`config.mk`:
```
export PLATFORM = sky130hd
export DESIGN_NAME = branch_resolve
export DESIGN_NICKNAME = d
export VERILOG_FILES = /design/src/rtl/branch_resolve.sv
export SDC_FILE = /design/constraint.sdc
export NUM_CORES = 1
export LEC_CHECK = 0
export CORE_ASPECT_RATIO = 1.75
export CORE_MARGIN = 4
export CORE_UTILIZATION = 30
export CTS_CLUSTER_DIAMETER = 120
export DETAILED_ROUTE_END_ITERATION = 12
export GPL_TIMING_DRIVEN = 1
export PLACE_DENSITY_LB_ADDON = 0.25
export SYNTH_ARGS = -nofsm -noshare
export SYNTH_HDL_FRONTEND = slang
export SYNTH_SLANG_ARGS = --single-unit
```
`constraint.sdc`:
```
create_clock -name i_clk -period 2.9 [get_ports i_clk]
set_clock_uncertainty 0.2 [all_clocks]
set_input_delay 0.87 -clock i_clk [delete_from_list [all_inputs] [get_ports i_clk]]
set_output_delay 0.87 -clock i_clk [all_outputs]
set_load 0.02 [all_outputs]
```
`src/rtl/branch_resolve.sv`:
```
// EX-stage branch/jump resolution: evaluates conditions, computes the corrected PC,
// issues redirect/flush to the front end, and keeps branch/mispredict statistics.
module branch_resolve #(
  parameter int unsigned FLUSH_CYCLES = 2,
  parameter int unsigned CNT_W        = 16
) (
  input  logic             i_clk,
  input  logic             i_rst_n,
  input  logic             i_valid,
  input  logic             i_is_branch,
  input  logic             i_is_jal,
  input  logic             i_is_jalr,
  input  logic [2:0]       i_funct3,
  input  logic             i_br_less,
  input  logic             i_br_equal,
  input  logic             i_pred_taken,
  input  logic [31:0]      i_pc,
  input  logic [31:0]      i_imm,
  input  logic [31:0]      i_rs1_data,
  input  logic             i_clr_cnt,
  output logic             o_br_un,
  output logic             o_redirect,
  output logic [31:0]      o_redirect_pc,
  output logic             o_flush,
  output logic             o_misalign,
  output logic             o_illegal,
  output logic [CNT_W-1:0] o_br_cnt,
  output logic [CNT_W-1:0] o_mispred_cnt
);

  localparam logic [0:0] IDLE  = 1'b0;
  localparam logic [0:0] FLUSH = 1'b1;

  localparam logic [2:0]       FLUSH_LAST = 3'(FLUSH_CYCLES - 1);
  localparam logic [CNT_W-1:0] CNT_ONE    = CNT_W'(1);

  logic [0:0]  state;
  logic [2:0]  fcnt;

  logic        reserved;
  logic        cond;
  logic        taken;
  logic        mispred;
  logic        accept;
  logic        need;
  logic        misaligned;
  logic [31:0] target;

  always_comb begin
    o_br_un    = (i_funct3 == 3'b110) || (i_funct3 == 3'b111);
    reserved   = (i_funct3[2:1] == 2'b01);
    // funct3[2] picks less vs equal, funct3[0] inverts the sense
    cond       = i_funct3[2] ? i_br_less : i_br_equal;
    taken      = !reserved && (cond ^ i_funct3[0]);
    mispred    = i_is_branch && (taken != i_pred_taken);
    accept     = i_valid && (state == IDLE);
    need       = i_is_jal || i_is_jalr || mispred;
    target     = i_pc + 32'd4;
    if (i_is_jalr) begin
      target    = i_rs1_data + i_imm;
      target[0] = 1'b0;
    end else if (i_is_jal || (i_is_branch && taken)) begin
      target = i_pc + i_imm;
    end
    misaligned = (target[1:0] != 2'b00);
  end

  assign o_flush = (state == FLUSH);

  always_ff @(posedge i_clk or negedge i_rst_n) begin
    if (!i_rst_n) begin
      state <= IDLE;
      fcnt  <= '0;
    end else if (state == IDLE) begin
      if (accept && need && !misaligned) begin
        state <= FLUSH;
        fcnt  <= FLUSH_LAST;
      end
    end else begin
      if (fcnt == '0) begin
        state <= IDLE;
      end else begin
        fcnt <= fcnt - 3'd1;
      end
    end
  end

  always_ff @(posedge i_clk or negedge i_rst_n) begin
    if (!i_rst_n) begin
      o_redirect    <= 1'b0;
      o_redirect_pc <= '0;
      o_misalign    <= 1'b0;
      o_illegal     <= 1'b0;
    end else begin
      o_redirect <= accept && need && !misaligned;
      o_misalign <= accept && need && misaligned;
      o_illegal  <= accept && i_is_branch && reserved;
      if (accept && need) begin
        o_redirect_pc <= target;
      end
    end
  end

  always_ff @(posedge i_clk or negedge i_rst_n) begin
    if (!i_rst_n) begin
      o_br_cnt      <= '0;
      o_mispred_cnt <= '0;
    end else if (i_clr_cnt) begin
      o_br_cnt      <= '0;
      o_mispred_cnt <= '0;
    end else if (accept && i_is_branch) begin
      if (o_br_cnt != '1) begin
        o_br_cnt <= o_br_cnt + CNT_ONE;
      end
      if (mispred && (o_mispred_cnt != '1)) begin
        o_mispred_cnt <= o_mispred_cnt + CNT_ONE;
      end
    end
  end

endmodule

```
==> results.md, run 1 <==
- Result of the run: complete, but fails checks
- Violations in the final reports: negative setup slack
- Number of slew-limit violations in the final report: 0
- Pre-CTS setup slack: -1240 ps
- Synth Net Count: ~1.1k
- Overall overflow remaining after global route: 0
- Max-cap violations: 0
- Endpoint of the most critical register-to-register path: o_mispred_cnt[13]$_DFFE_PN0P_
- Via count of the first global-routing pass: about 9.4k
- Register clock-pin slew on the reported worst setup and hold paths: 60 ps
- Post-synthesis cell type with the largest combined area: sky130_fd_sc_hd__dfrtp_1
- Dominant cell type by count on the critical path: sky130_fd_sc_hd__buf_4
- Iteration-0 DRC Markers: roughly 450
- Max H-tree Level: 3
- Fin crit period: between 3000 and 4000 ps
- Sequential cell area fraction in the yosys report: around a quarter
- Number of placement rows: 76
- Setup repair after global routing missed its margin: yes
- Cells after synthesis: 950
- FFs w/ async S/R, synth: between 90% and 100%
- Distinct cells, synth: 75
- Antenna violations before repair: 0
- Maximum ir drop on the vdd rail: 0.299 mV
- NumNets Final: 1571
- CP Launch Type: input port
- Capturing element type of the critical path: flop
- Data required time at the worst endpoint: slightly below 3000 ps
- Wire length of the first global-routing pass: around 50000 um
- Synth Register Bits: approximately 70
- Slowest cell on the critical path: sky130_fd_sc_hd__fa_2
- Worst-Margin Slew: ~640 ps
- Final WL: roughly 32000 um
- Top-level port count: around 180
- Post-synth EDFFs: 0
- Total CTS buffers: 9
- Layout filler cell count: about 2.3k
- Clk_lat worst skew: 350 ps
- Max-slew headroom at the worst pin: 57.1%
- Number of routed nets with antenna violations: 0
- Worst Hold Margin: between 200 and 300 ps
- Die footprint: roughly 28000 um^2
- Worst setup slack after layout: -301 ps
- Highest cell delay on the worst timing path: about 400 ps
- Total number of vias: ~9k
- Worst reg-to-reg path cell count: 9
- Hold Vio Cnt, Final: 0
- Number of clock sinks: 71
- Start of the worst register-to-register path: o_mispred_cnt[4]$_DFFE_PN0P_
- Drt first pass iters: 5
- Total of buffers placed on input and output ports: ~180
- Synth Flop Type: sky130_fd_sc_hd__dfrtp_1
- CTS tree: built
- Syn. warnings: 0
- Vias per std cell: 5.27
- Worst hold-check path type: flop to flop
- Die width: 127 um
- Synth-to-Final Area Change: 78.2%
- Worst Setup EP: o_redirect_pc[20]$_DFFE_PN0P_
- Number of diodes: 0
- Period utilization: 110%
- Clk root buf: sky130_fd_sc_hd__clkbuf_16
- Final routed DRC violation total: 0
- Die Ht: about 220 um
- CORE AREA: between 20000 and 25000 um^2
- GRT Total Usage: about 23%
- Largest driver fanout on the critical path: 4
- Highest clock frequency the design can meet: about 310 MHz
- Area of the mapped netlist: 7480 um^2
- Area share of the largest cell type after synthesis: between 20% and 30%
- Clock Tree Buf Depth: 2
- Final RePlAce weighted congestion: between 0.9 and 1
- Critical path startpoint: i_rs1_data[0]
- Pwr/cell area: 449 nW/um^2
- Mean instance size in the synthesized netlist: approximately 7.9 um^2
- Largest net degree at the start of global routing: 40
- Category of the most critical setup path: input port to flop
- Estimated wirelength of the detail-placed design: 26500 um
- Setup slack of the most critical reg-to-reg path: between 500 and 600 ps
- Initial standard-cell utilization of the core: 30.4%
- Setup-failing EPs final: 19
- CP arrival: about 3200 ps
- Wirelength per Cell: 18.9 um
- Leakage power of the design: 0.00575 uW
- Cells along the critical path: buf_6 > and2_4 > fa_2 > a21oi_2 > o211ai_2 > a22o_4 > a2111oi_4 > buf_4 > buf_4 > nor2_1 > or3_1 > o2111ai_2 > a31oi_1
- Post-CTS Hold Buffers: 0
- Fraction of layout cells with a size suffix above 1: between 30 and 40%
- Ranking of synthesized cells by area: sky130_fd_sc_hd__dfrtp_1 (24%), sky130_fd_sc_hd__ha_1 (11%), sky130_fd_sc_hd__xnor2_1 (6.7%)
[cell usage after synthesis (all sizes together) (22+ instances only)]
cell	n
ha	66
a21oi	71
xnor2	57
a21o	28
and3	22
dfrtp	71
nor2	107
o21ai	60
clkbuf	28
nand3	48
nand2	106
xor2	49
[cells by family (layout without fill, tap and decap cells)]
logic type	after synthesis	in the layout	share of synthesized area, %
xor gates and xnor gates	106	106	12.4
adders and majority gates	68	68	11.6
buffers and inverters	50	499	2.53
AOI/OAI and AO/OA	268	268	24.2
and+or+nand+nor	372	372	23.5
DFF	71	71	23.7
muxes	15	15	2.07
[cell type report]
class | instances | area [um^2] | share of cell area, %
multi-input combinational | 829 | 6850 | 51.4
clock inverter | 7 | 78.8 | 0.591
sequential | 71 | 1780 | 13.3
timing repair buffer | 465 | 3940 | 29.6
clock buffer | 9 | 225 | 1.69
inverter | 18 | 67.6 | 0.507
tap | 312 | 390 | 2.93
[timing repair]
| item | in CTS | in global routing |
|---|---|---|
| endpoints found under the setup margin | 43 | 35 |
| setup buffers | 16 | 5 |
| pin swaps | 111 | 47 |
| gates resized for setup | 332 | 66 |
| gates cloned | 0 | 0 |
[registers in the layout, summed over array words and instances (netlist names)]
signal         flops
o_illegal          1
o_mispred_cnt     16
o_br_cnt          16
fcnt               3
o_flush            1
o_misalign         1
o_redirect         1
o_redirect_pc     32
[worst max-delay path: cells and delay by family]
kind | cells | cell delay, ps
buffers and inverters | 3 | 400
AND/OR/NAND/NOR | 3 | 500
AO/OA/AOI/OAI | 6 | 1030
adder cells (fa/ha/maj) | 1 | 400
[placed cells by master (no fill, tap or decap), drive strengths merged, types with 5 or more instances in the layout]
cell type      Yosys  final
a211oi            17     17
a21o              28     28
a21oi             71     71
a221oi             7      7
a31oi             14     14
and2               7      7
and3              22     22
and4               6      6
buf                4    316
clkbuf            28     13
clkdlybuf4s15      0      9
clkdlybuf4s50      0    103
dfrtp             71     71
dlygate4sd2        0     27
dlymetal6s2s       0      6
ha                66     66
inv               18     21
mux2i             11     11
nand2            106    106
nand2b             9      9
nand3             48     48
nand4             19     19
nor2             107    107
nor3              19     19
nor4               5      5
o211ai            12     12
o21a               6      6
o21ai             60     60
o21bai             5      5
o22ai              6      6
or3                5      5
xnor2             57     57
xor2              49     49
[per-layer routing]
| metal | vias to the layer above | GRT usage [%] | part of all wire, % |
|---|---|---|---|
| met4 | 0 | 13.1 | 6.4 |
| met3 | 83 | 2.46 | 3.4 |
| met2 | 252 | 44.7 | 56 |
| met1 | 4297 | 23.0 | 34 |
| li1 | 4382 | - | - |
| met5 | - | 0 | 0 |
[report_power, final]
group	internal, uW	switching, uW
registers	1240	205
clock network	678	503
logic	1680	1670
[per-stage QoR]
step | total power [uW] | TNS [ps] | std cells | util (%) | area, um^2
global route | 6320 | -4440 | 1711 | 54.1 | 13300
CTS | 5910 | -3090 | 1708 | 53.0 | 13100
finish | 5980 | -2790 | 1711 | 54.1 | 13300
detailed placement | 4470 | -36720 | 1677 | 48.0 | 11800
floorplan | 2860 | -3060 | 950 | - | 7730
global placement | 4440 | -34840 | 1677 | 48.0 | 11800
[how the worst min path moves through the flow]
stage	slack, ps	start	cells past startpoint	endpoint
floorplan	310	fcnt[1]$_DFFE_PN0P_	2	fcnt[1]$_DFFE_PN0P_
global placement	270	o_redirect_pc[0]$_DFFE_PN0P_	2	o_redirect_pc[0]$_DFFE_PN0P_
detailed placement	270	o_redirect_pc[0]$_DFFE_PN0P_	2	o_redirect_pc[0]$_DFFE_PN0P_
CTS	290	o_redirect_pc[5]$_DFFE_PN0P_	2	o_redirect_pc[5]$_DFFE_PN0P_
global route	320	o_redirect_pc[1]$_DFFE_PN0P_	2	o_redirect_pc[1]$_DFFE_PN0P_
finish	280	o_redirect_pc[0]$_DFFE_PN0P_	2	o_redirect_pc[0]$_DFFE_PN0P_
(Power assumes the default switching activity.)
==> inputs of run 2 (changes only) <==
- CORE_MARGIN: 4 -> 3
==> results.md, run 2 (synthesized netlist as in run 1, its figures left out) <==
- Category of the most critical setup path: input port to flop
- Highest clock frequency the design can meet: slightly above 300 MHz
- CTS tree: built
- Leakage power of the design: around 0.0059 uW
- Most frequent cells in the layout: sky130_fd_sc_hd__buf_4 (285), sky130_fd_sc_hd__clkdlybuf4s50_1 (107), sky130_fd_sc_hd__nor2_1 (98), sky130_fd_sc_hd__nand2_1 (98), sky130_fd_sc_hd__dfrtp_1 (71)
- Worst hold-check path type: input port to async pin
- Area post-placement: roughly 12000 um^2
- Final RePlAce weighted congestion: around 0.92
- Total number of vias: ~9.2k
- Antenna violations before repair: 1
- Number of slew-limit violations in the final report: 0
- Setup slack of the most critical reg-to-reg path: roughly 500 ps
- NumNets Final: around 1.6k
- Setup repair after global routing missed its margin: yes
- Result of the run: complete, but fails checks
- Largest driver fanout on the critical path: 3
- Clk root buf: sky130_fd_sc_hd__clkbuf_16
- CP arrival: 3240 ps
- Number of clock sinks: slightly above 70
- Final WL: about 33000 um
- Via count of the first global-routing pass: a little under 10k
- Violations in the final reports: negative setup slack
- Register clock-pin slew on the reported worst setup and hold paths: around 70 ps
- Pwr/cell area: about 440 nW/um^2
- Most common cell after layout, fill and taps aside: sky130_fd_sc_hd__buf_4
- Vias per std cell: about 5.3
- Period utilization: 111%
- Hold Vio Cnt, Final: 0
- Fraction of layout cells with a size suffix above 1: roughly two fifths
- Wire length of the first global-routing pass: ~50000 um
- Maximum ir drop on the vdd rail: around 0.32 mV
- Post-CTS Hold Buffers: 0
- Flip-flop count of the largest register, all copies and words added: 32
- Capturing element type of the critical path: flop
- Iteration-0 DRC Markers: about 430
- Number of placement rows: 75
- Estimated wirelength of the detail-placed design: around 27000 um
- Wirelength per Cell: approximately 19 um
- Max-slew headroom at the worst pin: about 60%
- Setup-failing EPs final: 21
- CORE AREA: 24300 um^2
- Worst reg-to-reg path cell count: 9
- Pre-CTS setup slack: -1030 ps
- CP Launch Type: input port
- Data required time at the worst endpoint: between 2000 and 3000 ps
- Worst-Margin Slew: 592 ps
- GRT Total Usage: 23.6%
- Max-cap violations: 0
- Overall overflow remaining after global route: 0
- Final routed DRC violation total: 0
- Endpoint of the most critical register-to-register path: o_mispred_cnt[9]$_DFFE_PN0P_
- Die footprint: around 27000 um^2
- Initial standard-cell utilization of the core: a little under a third
- Die width: ~130 um
- Total of buffers placed on input and output ports: 177
- Total CTS buffers: 9
- Die Ht: about 210 um
- Number of routed nets with antenna violations: 0
- Layout filler cell count: 2190
- Start of the worst register-to-register path: o_mispred_cnt[5]$_DFFE_PN0P_
- Worst setup slack after layout: -309 ps
- Clk_lat worst skew: about 360 ps
- Synth-to-Final Area Change: 82.2%
- Fin crit period: approximately 3200 ps
- Drt first pass iters: 4
- Largest registers in the final layout: o_redirect_pc (32), o_br_cnt (16), o_mispred_cnt (16)
- Register ranked first by flip-flop count: o_redirect_pc
- Max H-tree Level: 3
- Largest net degree at the start of global routing: 32
- Clock Tree Buf Depth: 2
- Top-level port count: ~180
- Design Area, Final: about 14000 um^2
[run 2: cell types whose count changed in the layout (fill, tap and decap cells not counted), sizes merged]
cell | previous run | this run
clkdlybuf4s50 | 103 | 107
buf | 316 | 327
dlygate4sd2 | 27 | 24
diode | 0 | 1
clkbuf | 13 | 20
clkinvlp | 0 | 2
bufinv | 1 | 0
dlymetal6s2s | 6 | 8
clkinv | 3 | 1
[run 2: power breakdown]
group | total [uW] | internal, uW | leakage (uW) | switching [uW]
Sequential | 1440 | 1240 | 0.000920 | 200
Clock | 1130 | 617 | 0.000138 | 515
Combinational | 3440 | 1720 | 0.00481 | 1720
[run 2: how the worst max path moves through the flow]
| stage | startpoint | to |
|---|---|---|
| final | i_rs1_data[0] | o_redirect_pc[20]$_DFFE_PN0P_ |
| after global routing | i_rs1_data[0] | o_redirect_pc[20]$_DFFE_PN0P_ |
| after CTS | i_rs1_data[0] | o_redirect_pc[30]$_DFFE_PN0P_ |
| after detailed placement | i_imm[0] | o_redirect_pc[22]$_DFFE_PN0P_ |
| after global placement | i_imm[1] | o_redirect_pc[25]$_DFFE_PN0P_ |
| after floorplan | i_imm[0] | o_redirect_pc[30]$_DFFE_PN0P_ |
[run 2: what timing repair did]
| action | in CTS | in global routing |
|---|---|---|
| gates resized for setup | 282 | 118 |
| pin swaps | 104 | 112 |
| setup endpoints to repair | 46 | 45 |
| buffers inserted | 16 | 20 |
[run 2: critical path, cell delays in order]
cell	delay (ps)
sky130_fd_sc_hd__buf_6	90
sky130_fd_sc_hd__and2_4	150
sky130_fd_sc_hd__fa_2	370
sky130_fd_sc_hd__a21oi_4	170
sky130_fd_sc_hd__o211ai_4	130
sky130_fd_sc_hd__a22o_1	230
sky130_fd_sc_hd__a2111oi_4	330
sky130_fd_sc_hd__buf_4	200
sky130_fd_sc_hd__buf_6	100
sky130_fd_sc_hd__nor2_1	30
sky130_fd_sc_hd__or3_1	380
sky130_fd_sc_hd__o2111ai_2	100
sky130_fd_sc_hd__a31oi_1	100
[run 2: layout make-up]
cell class / instances / area, um^2 / area share, %
multi-input cells: 829 / 6980 / 51.2
well taps: 308 / 385 / 2.83
flip-flops and latches: 71 / 1780 / 13.0
clock buffers: 10 / 239 / 1.75
diodes: 1 / 2.50 / 0.0184
inverters: 18 / 67.6 / 0.496
clock inverters: 6 / 52.6 / 0.385
repair buffers: 485 / 4130 / 30.3
[run 2: per-layer routing]
metal | vias up | share of wire, % | track usage [%]
met5 | - | 0 | 0
met1 | 4327 | 34 | 23.5
met4 | 0 | 8.4 | 18.0
li1 | 4426 | - | -
met3 | 134 | 3.6 | 2.46
met2 | 337 | 54 | 44.1
[run 2: metrics by stage]
stage | power (uW) | cells | setup TNS (ps) | hold slack [ps] | utilization [%]
finish | 6020 | 1728 | -2810 | 192 | 56.1
global route | 6340 | 1728 | -4320 | 195 | 56.1
CTS | 5860 | 1710 | -3230 | 189 | 53.9
detailed placement | 4480 | 1681 | -36450 | 269 | 48.9
global placement | 4450 | 1681 | -34420 | 265 | 48.9
floorplan | 2860 | 950 | -3060 | 315 | -
==> inputs of run 3 (changes only) <==
--- a/config.mk
+++ b/config.mk
@@ -9,7 +9,9 @@
 export CORE_MARGIN = 3
 export CORE_UTILIZATION = 30
+export CTS_BUF_LIST = sky130_fd_sc_hd__clkbuf_2
 export CTS_CLUSTER_DIAMETER = 120
 export DETAILED_ROUTE_END_ITERATION = 12
 export GPL_TIMING_DRIVEN = 1
+export HOLD_SLACK_MARGIN = 0.15
 export PLACE_DENSITY_LB_ADDON = 0.25
 export SYNTH_ARGS = -nofsm -noshare
==> constraint.sdc (replaced) <==
create_clock -name i_clk -period 2.9 [get_ports i_clk]
set_clock_uncertainty 0.2 [all_clocks]
set_input_delay 0.58 -clock i_clk [delete_from_list [all_inputs] [get_ports i_clk]]
set_output_delay 0.58 -clock i_clk [all_outputs]
set_load 0.02 [all_outputs]
==> results.md, run 3 (synthesized netlist as in run 1, its figures left out) <==
- Result of the run: complete, but fails checks
- Violations in the final reports: negative setup slack
- Die width: approximately 130 um
- Via count of the first global-routing pass: ~9.0k
- Top-level port count: 178
- Most common cell after layout, fill and taps aside: sky130_fd_sc_hd__buf_4
- Worst reg-to-reg path cell count: 9
- Total CTS buffers: 9
- Synth-to-Final Area Change: 62.5%
- Setup repair after global routing missed its margin: yes
- Worst hold-check path type: input port to async pin
- Wirelength per Cell: between 15 and 20 um
- Number of placement rows: 75
- Capturing element type of the critical path: flop
- Pwr/cell area: between 400 and 500 nW/um^2
- Internal power of the cells: 2890 uW
- Antenna violations before repair: 1
- Clock Tree Buf Depth: 2
- Setup-failing EPs final: 1
- Die Ht: around 210 um
- Fraction of layout cells with a size suffix above 1: 26.7%
- Fin crit period: just under 3000 ps
- CP Launch Type: input port
- Clk root buf: sky130_fd_sc_hd__clkbuf_2
- Total of buffers placed on input and output ports: roughly 180
- Worst-Margin Slew: about 770 ps
- Number of routed nets with antenna violations: 0
- Share of total power in combinational logic: approximately three fifths
- Highest clock frequency the design can meet: 341 MHz
- CTS tree: built
- Largest registers in the final layout: o_redirect_pc (32), o_br_cnt (16), o_mispred_cnt (16)
- Register ranked first by flip-flop count: o_redirect_pc
- Most frequent cells in the layout: sky130_fd_sc_hd__buf_4 (257), sky130_fd_sc_hd__clkdlybuf4s50_1 (150), sky130_fd_sc_hd__nor2_1 (105), sky130_fd_sc_hd__nand2_1 (105), sky130_fd_sc_hd__dfrtp_1 (71)
- Total number of vias: roughly 8.8k
- Register clock-pin slew on the reported worst setup and hold paths: 270 ps
- Seq pwr share: about 28%
- CP arrival: 3190 ps
- Initial standard-cell utilization of the core: between 30% and 40%
- Period utilization: 101%
- Max-slew headroom at the worst pin: just under 50%
- Estimated wirelength of the detail-placed design: between 20000 and 30000 um
- Die footprint: roughly 27000 um^2
- Drt first pass iters: 6
- Vias per std cell: 5.24
- Clk_lat worst skew: between 500 and 600 ps
- Data required time at the worst endpoint: 3160 ps
- Relative contribution of the clock network to total power: between 10 and 15%
- Category of the most critical setup path: input port to flop
- Non-filler cells in the finished layout: about 1.7k
- Hold Vio Cnt, Final: 0
- Number of slew-limit violations in the final report: 0
- Total instance count after detailed placement: roughly 1.7k
- Final routed DRC violation total: 0
- Pre-CTS setup slack: -917 ps
- Endpoint of the most critical register-to-register path: o_mispred_cnt[13]$_DFFE_PN0P_
- Iteration-0 DRC Markers: around 380
- Start of the worst register-to-register path: o_mispred_cnt[4]$_DFFE_PN0P_
- Worst setup slack after layout: -28.6 ps
- Wire length of the first global-routing pass: approximately 46000 um
- Largest net degree at the start of global routing: 42
- GRT Total Usage: around 21%
- Max H-tree Level: 3
- Final RePlAce weighted congestion: about 0.89
- Max-cap violations: 0
- Setup slack of the most critical reg-to-reg path: around 540 ps
- Switch Pwr: approximately 2200 uW
- Flip-flop count of the largest register, all copies and words added: 32
- Overall overflow remaining after global route: 0
- Switch share: 43.2%
- Maximum ir drop on the vdd rail: approximately 0.21 mV
- Number of clock sinks: 71
- Leakage power of the design: 0.00548 uW
- CORE AREA: between 20000 and 25000 um^2
- Worst Hold Margin: around 310 ps
- NumNets Final: between 1.5k and 2k
- Largest driver fanout on the critical path: 6
- Final WL: about 30000 um
-- run 3: cell types whose count changed in the layout (fill, tap and decap cells not counted), sizes merged --
cell	delta
clkinv	-1
dlymetal6s2s	+13
clkdlybuf4s50	+43
dlygate4sd3	+1
buf	-66
clkbuf	-10
inv	+2
clkdlybuf4s15	-8
dlygate4sd2	-21
-- run 3: cell type report --
| cell class | instances | area, um^2 |
|---|---|---|
| diodes | 1 | 2.50 |
| clock buffers | 9 | 45.0 |
| clock inverters | 7 | 61.3 |
| fillers | 2387 | 12200 |
| inverters | 18 | 67.6 |
| multi-input cells | 829 | 5990 |
| flip-flops and latches | 71 | 1780 |
| well taps | 308 | 385 |
| repair buffers | 438 | 3820 |
-- run 3: what timing repair did --
action,CTS,global route
hold buffers,1,0
setup buffers,5,6
endpoints found under the setup margin,15,18
gates resized for setup,25,78
pin swaps,11,27
cloned,0,0
endpoints found under the hold margin,40,0
-- run 3: per-stage QoR --
stage / area, um^2 / util (%) / TNS [ps] / total power [uW]
floorplan: 7510 / - / -202 / 2820
global placement: 11500 / 47.1 / -17450 / 4400
detailed placement: 11500 / 47.1 / -19360 / 4430
CTS: 11700 / 48.2 / 0 / 5050
global route: 12200 / 50.0 / -83.2 / 5430
finish: 12200 / 50.0 / -28.6 / 5100
-- run 3: power groups by stage --
stage	logic, uW	registers, uW	clock network, uW
6_report	3090	1440	572
5_1_grt	3330	1470	634
4_1_cts	3010	1440	595
3_5_place_dp	2970	1460	0
3_3_place_gp	2950	1450	0
2_1_floorplan	1140	1680	0
-- run 3: worst max-delay path: stages --
cell	delay, ps
sky130_fd_sc_hd__clkdlybuf4s50_1	510
sky130_fd_sc_hd__ha_4	230
sky130_fd_sc_hd__and3_1	190
sky130_fd_sc_hd__a221o_1	440
sky130_fd_sc_hd__a211o_4	430
sky130_fd_sc_hd__a21oi_4	260
sky130_fd_sc_hd__mux2i_1	110
sky130_fd_sc_hd__a21oi_1	320
sky130_fd_sc_hd__a21oi_1	110
-- run 3: per-layer routing --
metal	up-vias	track usage [%]	wire [um]
met3	76	1.89	902
met2	236	42.1	16400
met4	0	12.6	1820
li1	4331	-	-
met1	4160	21.3	10700
met5	-	0	0
-- run 3: worst max path at each step --
stage	start	end	slack (ps)	cells past startpoint
detailed placement	i_imm[0]	o_redirect_pc[24]$_DFFE_PN0P_	-920	12
finish	i_rs1_data[5]	o_redirect_pc[27]$_DFFE_PN0P_	-30	9
floorplan	i_imm[0]	o_redirect_pc[30]$_DFFE_PN0P_	-80	10
global route	i_pc[0]	o_redirect_pc[10]$_DFFE_PN0P_	-40	12
CTS	i_imm[3]	o_redirect_pc[25]$_DFFE_PN0P_	10	10
global placement	i_imm[1]	o_redirect_pc[19]$_DFFE_PN0P_	-890	11
